==> config.mk <==
export PLATFORM = sky130hd
export DESIGN_NAME = match_arbiter
export DESIGN_NICKNAME = d
export VERILOG_FILES = /design/src/rtl/match_arbiter.sv
export SDC_FILE = /design/constraint.sdc
export NUM_CORES = 1
export LEC_CHECK = 0
export CORE_ASPECT_RATIO = 1.4
export CORE_MARGIN = 5
export CORE_UTILIZATION = 37
export DETAILED_ROUTE_END_ITERATION = 10
export GPL_ROUTABILITY_DRIVEN = 0
export PLACE_DENSITY = 0.62
export SYNTH_ARGS = -nofsm -noshare
export SYNTH_HDL_FRONTEND = slang
export SYNTH_SLANG_ARGS = --single-unit
==> constraint.sdc <==
create_clock -name i_clk -period 3.7 [get_ports i_clk]
set_clock_uncertainty 0.05 [all_clocks]
set_input_delay 0.74 -clock i_clk [delete_from_list [all_inputs] [get_ports i_clk]]
set_output_delay 0.74 -clock i_clk [all_outputs]
set_load 0.02 [all_outputs]
==> src/rtl/match_arbiter.sv <==
// rtl/match_arbiter.sv - round-robin match arbiter and session sequencer for the trade counter
module match_arbiter #(
    parameter int N_REQ        = 4,
    parameter int ID_W         = 2,
    parameter int QUOTA        = 8,
    parameter int DRAIN_CYCLES = 2
) (
    input  logic             i_clk,
    input  logic             i_reset,
    input  logic             i_start,
    input  logic             i_stop,
    input  logic [N_REQ-1:0] i_req,
    input  logic             i_halt_in,
    output logic [N_REQ-1:0] o_gnt,
    output logic [ID_W-1:0]  o_grant_id,
    output logic             o_match_signal,
    output logic             o_enable_count,
    output logic [7:0]       o_grants_total,
    output logic [1:0]       o_state,
    output logic             o_session_done
);

    typedef enum logic [1:0] {
        ST_IDLE   = 2'b00,
        ST_RUN    = 2'b01,
        ST_DRAIN  = 2'b10,
        ST_HALTED = 2'b11
    } state_t;

    localparam logic [7:0]      QUOTA_L = 8'(QUOTA);
    localparam logic [7:0]      DRAIN_L = 8'(DRAIN_CYCLES - 1);
    localparam logic [ID_W-1:0] LAST_ID = ID_W'(N_REQ - 1);

    state_t          r_state;
    logic [ID_W-1:0] r_ptr;
    logic [7:0]      r_cnt [N_REQ];
    logic [7:0]      r_drain;

    logic [N_REQ-1:0] w_elig;
    logic             w_found;
    logic [ID_W-1:0]  w_win;
    logic [ID_W-1:0]  w_idx;
    logic [ID_W-1:0]  w_next_ptr;
    logic [N_REQ-1:0] w_onehot;

    always_comb begin
        for (int i = 0; i < N_REQ; i++) begin
            w_elig[i] = i_req[i] && ((QUOTA == 0) || (r_cnt[i] < QUOTA_L));
        end
    end

    // First eligible requester at or above the pointer, wrapping round.
    always_comb begin
        w_found = 1'b0;
        w_win   = '0;
        w_idx   = '0;
        for (int k = 0; k < N_REQ; k++) begin
            w_idx = ID_W'((int'(r_ptr) + k) % N_REQ);
            if (!w_found && w_elig[w_idx]) begin
                w_found = 1'b1;
                w_win   = w_idx;
            end
        end
    end

    assign w_next_ptr = (w_win == LAST_ID) ? '0 : w_win + 1'b1;
    assign w_onehot   = N_REQ'(1) << w_win;
    assign o_state    = r_state;

    always_ff @(posedge i_clk or posedge i_reset) begin
        if (i_reset) begin
            r_state        <= ST_IDLE;
            r_ptr          <= '0;
            r_drain        <= '0;
            o_gnt          <= '0;
            o_grant_id     <= '0;
            o_match_signal <= 1'b0;
            o_enable_count <= 1'b0;
            o_grants_total <= '0;
            o_session_done <= 1'b0;
            for (int i = 0; i < N_REQ; i++) r_cnt[i] <= '0;
        end else begin
            o_gnt          <= '0;
            o_match_signal <= 1'b0;
            o_session_done <= 1'b0;
            case (r_state)
                ST_IDLE: begin
                    o_enable_count <= 1'b0;
                    if (i_start) begin
                        r_state        <= ST_RUN;
                        o_enable_count <= 1'b1;
                        o_grants_total <= '0;
                        r_ptr          <= '0;
                        for (int i = 0; i < N_REQ; i++) r_cnt[i] <= '0;
                    end
                end
                ST_RUN: begin
                    if (i_halt_in) begin
                        r_state        <= ST_HALTED;
                        o_enable_count <= 1'b0;
                    end else if (i_stop) begin
                        r_state <= ST_DRAIN;
                        r_drain <= DRAIN_L;
                    end else if (w_found) begin
                        o_gnt          <= w_onehot;
                        o_match_signal <= 1'b1;
                        o_grant_id     <= w_win;
                        r_ptr          <= w_next_ptr;
                        if (r_cnt[w_win] != 8'hFF) r_cnt[w_win] <= r_cnt[w_win] + 8'd1;
                        if (o_grants_total != 8'hFF) o_grants_total <= o_grants_total + 8'd1;
                    end
                end
                // Keep the counter enabled long enough to register an in-flight match.
                ST_DRAIN: begin
                    if (i_halt_in) begin
                        r_state        <= ST_HALTED;
                        o_enable_count <= 1'b0;
                    end else if (r_drain == 8'd0) begin
                        r_state        <= ST_IDLE;
                        o_enable_count <= 1'b0;
                        o_session_done <= 1'b1;
                    end else begin
                        r_drain <= r_drain - 8'd1;
                    end
                end
                default: begin
                    o_enable_count <= 1'b0;
                end
            endcase
        end
    end

endmodule

==> run metrics, run 1 <==
outcome=complete, no violations; share of flip-flops with an asynchronous set or reset=100%; # nets final=336; Detailed Routing Iterations Pass 1=4; top cell type's share of synthesized area=between 50% and 60%; placed cell count=roughly 400; Die ar.=0.00955 mm2; area added between synthesis and finish=22.9%; critical path buffer and inverter count=2; synth top area cells=dfrtp_1 54%, ha_1 4.9%, nand2_1 4.8%; #FFs+latches synth=between 60 and 70; Max-Cap Viols=0; Syn Nets=288; number of port buffers=27; critical path's most frequent cell=o21ai_0; Worst Reg2Reg Path Length in Cells=9; number of instances on the worst hold path=1; combined global-route utilization of all metal layers=13.6%; H-tree depth=3; max frequency=315 MHz; Peak VDD IR=between 0.4 and 0.5 mV; final setup slack of the worst path=0.521 ns; post-detailed-route wirelength per cell=between 10 and 15 um; leakage=approximately 1.6 nW; register cell area after layout=0.00153 mm2; clock-pin slew on the worst setup and hold paths=0.06 ns; cell class contributing the biggest share of worst-path delay=compound AO/OA/AOI/OAI gates; startpoint class of the critical path=input port; routed vias=2,128; count of inserted antenna diode cells=0; critical-path maximum fanout=6; count of routing violations after the opening detailed-route iteration=68; final period demand of the worst path=about 3.2 ns; Synth Area per Inst=10.6 um2; maximum buffer depth of the clock tree=2; sequential cell area fraction in the yosys report=53.8%; commonest cells after routing, fill and taps aside=61 x dfrtp_1, 36 x nand2_1, 27 x clkdlybuf4s50_1, 22 x o21ai_0, 20 x and2_1; clock tree from TritonCTS=yes; hold-fix buffers at CTS=0; number of global-route vias before repair=between 2,000 and 2,500; fin cells=416; fillers=between 700 and 800; Design Area, Final=~0.0035 mm2; WL final=between 5 and 6 mm; number of enable-type register cells in the synthesized netlist=0; cell breakdown of the critical path=clkdlybuf4s50_1 -> nor4b_1 -> nand2_1 -> o21ai_0 -> a21o_1 -> a22oi_1 -> mux2_2 -> inv_1 -> ha_1 -> xor2_1 -> o21ai_0; clock insertion delay at the later pin of the skew report=about 0.33 ns; fraction of layout instances using a drive strength above 1=11.9%; Distinct cells, synth=45; placeable core region=about 0.0074 mm2; worst slew margin relative to its limit=between 50% and 60%; Worst Setup Path Type=input port to flop; Post-Synthesis Cell Area=0.00284 mm2; sum of negative setup slack=0 ns; grt ovf=0; Setup Fix Bufs, Post-CTS=0; Period Utilization, post-route=85.9%; post-cts resize count=0; CTS sink count=61; minimum setup slack after placement=0.207 ns; instance count of the mapped netlist=268; DRT antenna net count=0; setup repair after global routing missed its margin=no; clock tree root driver cell=clkbuf_8; Yosys top cell by area=dfrtp_1; critical path depth in cells=11; DR DRC count=0; final design utilization=47.1%; commonest non-fill, non-tap cell in the layout=dfrtp_1; Die Width=84.0 um; Tightest Pin Transition=0.692 ns; TritonCTS buffer count=9; detailed-placement wirelength estimate=4.50 mm; number of top-level pins=28; largest net degree at the start of global routing=33; Via density=5.12; worst min-delay path class=flop to flop; power per standard cell area=662 mW/mm2; number of warning messages in the yosys log=0; first-pass GRT wire length=10.3 mm; cell with the largest stage delay on the worst path=a22oi_1; crit path capture type=flop; initial core utilization=between 30% and 40%; Worst EP required=3.85 ns; largest stage delay on the critical path=0.51 ns; Die Span Y=114 um; CP arrival=3.33 ns; cell area after placement=0.00331 mm2; final setup violation count=0; fin. max-slew vios=0; area taken by multi-input logic gates=0.00126 mm2; number of hold-slack violations in the final timing report=0; prevailing post-synth register cell=dfrtp_1; initial antenna violation count=0; std cell rows=37
-- final cells by class --
cell class,count,share of cell area (%)
clock buffer,12,4.16
clock inverter,2,1.00
tap,97,3.48
inverter,13,1.40
sequential,61,43.8
multi-input combinational,193,36.1
timing repair buffer,38,10.1
-- state kept, by name, indices dropped and copies added, names as in the netlist --
| register | flops |
|---|---|
| o_session_done | 1 |
| r_drain | 8 |
| o_gnt | 4 |
| r_cnt | 32 |
| o_match_signal | 1 |
| o_grants_total | 8 |
| o_state | 2 |
| o_enable_count | 1 |
| o_grant_id | 2 |
| r_ptr | 2 |
-- through the flow --
step | power [mW] | hold WS [ns]
floorplan | 1.44 | 0.390
global placement | 1.76 | 0.413
detailed placement | 1.77 | 0.422
CTS | 2.34 | 0.439
global route | 2.49 | 0.448
finish | 2.31 | 0.433
-- final timing paths --
check	startpoint	to	slack, ns
hold reg to reg	r_cnt[15]$_DFFE_PP0P_	r_cnt[15]$_DFFE_PP0P_	0.43
setup reg to reg	r_cnt[11]$_DFFE_PP0P_	r_cnt[26]$_DFFE_PP0P_	0.70
hold / removal	r_cnt[15]$_DFFE_PP0P_	r_cnt[15]$_DFFE_PP0P_	0.43
max in group asynchronous	i_reset	r_cnt[31]$_DFFE_PP0P_	2.13
setup / recovery	i_req[0]	r_cnt[26]$_DFFE_PP0P_	0.52
min in group asynchronous	i_reset	o_grants_total[1]$_DFFE_PP0P_	0.78
-- worst reg2reg max path, stage by stage (launching register included) --
cell	delay [ns]
dfrtp_1	0.39
nor4_1	0.29
nand3b_1	0.29
a21o_1	0.24
a22oi_1	0.51
mux2_2	0.42
inv_1	0.13
ha_1	0.18
xor2_1	0.24
o21ai_0	0.14
-- synthesized netlist by cell type, types with 3 or more instances --
master,n
o21ai_0,22
nand3_1,3
dfrtp_1,61
mux2i_1,5
nor3_1,7
inv_1,12
a21oi_1,5
nor2_1,16
o31ai_1,6
a32o_1,5
ha_1,11
o21ai_1,4
xor2_1,3
and2_1,20
nand2b_1,4
nor4_1,4
xnor2_1,6
nand2_1,36
or3_1,4
mux2_2,5
-- power breakdown --
group          total [mW]  internal [mW]  switching, mW
logic               0.864          0.363          0.501
registers           0.890          0.794         0.0960
clock network       0.556          0.321          0.235
-- logic make-up (layout without fill, tap and decap cells) --
logic type	count (synthesis)	in the layout	share of synthesized area, %
AND/OR/NAND/NOR	111	111	20.5
flip-flops	61	61	53.8
AO/OA/AOI/OAI	52	52	12.5
buffers and inverters	14	65	1.85
adder cells (fa/ha/maj)	11	11	4.85
multiplexers	10	10	3.75
XOR/XNOR	9	9	2.78
-- per-layer routing --
| metal | global-route usage, % | wire length (um) | up-vias | part of all wire (%) |
|---|---|---|---|---|
| met2 | 23.3 | 3140 | 38 | 52 |
| met1 | 15.9 | 2530 | 1054 | 42 |
| met4 | 5.58 | 71 | 0 | 1.2 |
| met3 | 4.19 | 240 | 6 | 4.0 |
| li1 | - | - | 1030 | - |
| met5 | 0 | 0 | - | 0 |
Note: power is estimated with default switching activity, not from simulation.
==> inputs of run 2 (changes only) <==
CORE_UTILIZATION = 50   (was 37)
DONT_BUFFER_PORTS = 1   (was default)
PLACE_DENSITY = 0.71   (was 0.62)
==> run 2 against run 1 <==
- die area is 23% lower
- clock-buffer cell count is 3 lower
- sequential power is 6.9% higher
- global-route usage is 4.0 points higher
- maximum frequency is 0.23% higher
- non-clock buffer count is 32 lower
- critical path type is now flop to flop
- register-to-register slack worse by 0.17 ns
- combinational power is 20% lower
- final area is 7.5% lower
- sequential cell count stayed put
==> run metrics, run 2 (same netlist as run 1, synthesis figures left out) <==
worst min-delay path class=input port to async pin; critical path's most frequent cell=o21ai_0; final period demand of the worst path=approximately 3.2 ns; CP arrival=3.34 ns; largest net degree at the start of global routing=34; final setup violation count=0; clock tree from TritonCTS=yes; placed cell count=341; combined global-route utilization of all metal layers=17.7%; Design Area, Final=0.00323 mm2; initial antenna violation count=0; std cell rows=32; maximum buffer depth of the clock tree=2; number of top-level pins=28; commonest cells after routing, fill and taps aside=61 x dfrtp_1, 36 x nand2_1, 22 x o21ai_0, 20 x and2_1, 16 x nor2_1; clock insertion delay at the later pin of the skew report=roughly 0.35 ns; TritonCTS buffer count=9; grt ovf=0; Largest Register=r_cnt; clock tree root driver cell=clkbuf_8; worst slew margin relative to its limit=43.4%; CTS sink count=61; WL final=5.79 mm; setup repair after global routing missed its margin=no; Die Span Y=99.1 um; Max-Cap Viols=0; largest stage delay on the critical path=~0.6 ns; fin. max-slew vios=0; # nets final=a little over 300; Largest register FFs=32; detailed-placement wirelength estimate=4.26 mm; sum of negative setup slack=0 ns; DRT antenna net count=0; Tightest Pin Transition=0.843 ns; Setup Fix Bufs, Post-CTS=0; Total Power Consumption=2.42 mW; Worst Setup Path Type=flop to flop; DR DRC count=0; number of global-route vias before repair=about 2,100; final hold slack=0.333 ns; hold-fix buffers at CTS=0; Via density=5.60; Worst EP required=3.87 ns; post-detailed-route wirelength per cell=between 15 and 20 um; fin cells=357; Period Utilization, post-route=between 80 and 90%; Die Width=73.7 um; Worst Reg2Reg Path Length in Cells=11; area added between synthesis and finish=13.7%; Peak VDD IR=0.405 mV; final design utilization=between 50% and 60%; crit path capture type=flop; startpoint class of the critical path=flop; max frequency=315 MHz; commonest non-fill, non-tap cell in the layout=dfrtp_1; Largest regs=r_cnt x32, o_grants_total x8, r_drain x8; cell area after placement=0.00296 mm2; final setup slack of the worst path=0.528 ns; H-tree depth=3; count of inserted antenna diode cells=0; power per standard cell area=749 mW/mm2; leakage=between 1.5 and 2 nW; clock-pin slew on the worst setup and hold paths=0.07 ns; routed vias=about 2,000; number of hold-slack violations in the final timing report=0; fillers=485; count of routing violations after the opening detailed-route iteration=66; Die ar.=0.00730 mm2; cell breakdown of the critical path=nor4_2 -> nand3b_2 -> o21bai_4 -> a211oi_4 -> mux2_2 -> o21ai_0 -> buf_4 -> inv_1 -> ha_1 -> xor2_1 -> o21ai_0; cell with the largest stage delay on the worst path=a211oi_4; initial core utilization=51.4%; outcome=complete, no violations; minimum setup slack after placement=0.437 ns; placeable core region=0.00553 mm2; post-cts resize count=0; fraction of layout instances using a drive strength above 1=12.8%; number of port buffers=0; Detailed Routing Iterations Pass 1=5; first-pass GRT wire length=a little under 10 mm; critical-path maximum fanout=10
[run 2: where the power goes]
part           leakage, nW  total (mW)  internal, mW  switching (mW)
clock network        0.129       0.775         0.513           0.263
registers            0.828       0.951         0.793           0.158
logic                0.547       0.691         0.266           0.425
total                 1.50        2.42          1.57           0.846
[run 2: layout make-up]
cell class                      instances  area [um2]  share of cell area [%]
Clock buffer                            9         124                    3.84
Clock inverter                          7         138                    4.27
Inverter                               13        48.8                    1.51
Multi-Input combinational cell        193        1260                    39.0
Sequential cell                        61        1530                    47.3
Tap cell                               68        85.1                    2.64
Timing Repair Buffer                    6        45.0                    1.40
[run 2: per-layer routing]
| metal | track usage [%] | up-vias | share of wire [%] |
|---|---|---|---|
| met5 | 0 | - | 0 |
| met4 | 7.11 | 0 | 1.3 |
| met3 | 5.56 | 8 | 4.6 |
| met2 | 30.2 | 32 | 55 |
| met1 | 20.0 | 984 | 39 |
| li1 | - | 974 | - |
[run 2: worst max-delay path: cells and delay by family, from the launching register on]
kind	cells	cell delay [ns]
flip-flops	1	0.40
buffers and inverters	2	0.20
multiplexers	1	0.40
AND/OR/NAND/NOR	2	0.46
XOR/XNOR	1	0.27
adder cells (fa/ha/maj)	1	0.17
AO/OA/AOI/OAI	4	1.09
[run 2: path summary, 6_finish.rpt]
path,start,to,slack [ns]
setup / recovery,r_cnt[3]$_DFFE_PP0P_,r_cnt[18]$_DFFE_PP0P_,0.53
hold / removal,i_reset,r_cnt[8]$_DFFE_PP0P_,0.33
setup reg to reg,r_cnt[3]$_DFFE_PP0P_,r_cnt[18]$_DFFE_PP0P_,0.53
hold reg to reg,r_cnt[7]$_DFFE_PP0P_,r_cnt[7]$_DFFE_PP0P_,0.43
max in group asynchronous,i_reset,r_cnt[2]$_DFFE_PP0P_,2.44
min in group i_clk,r_cnt[7]$_DFFE_PP0P_,r_cnt[7]$_DFFE_PP0P_,0.43
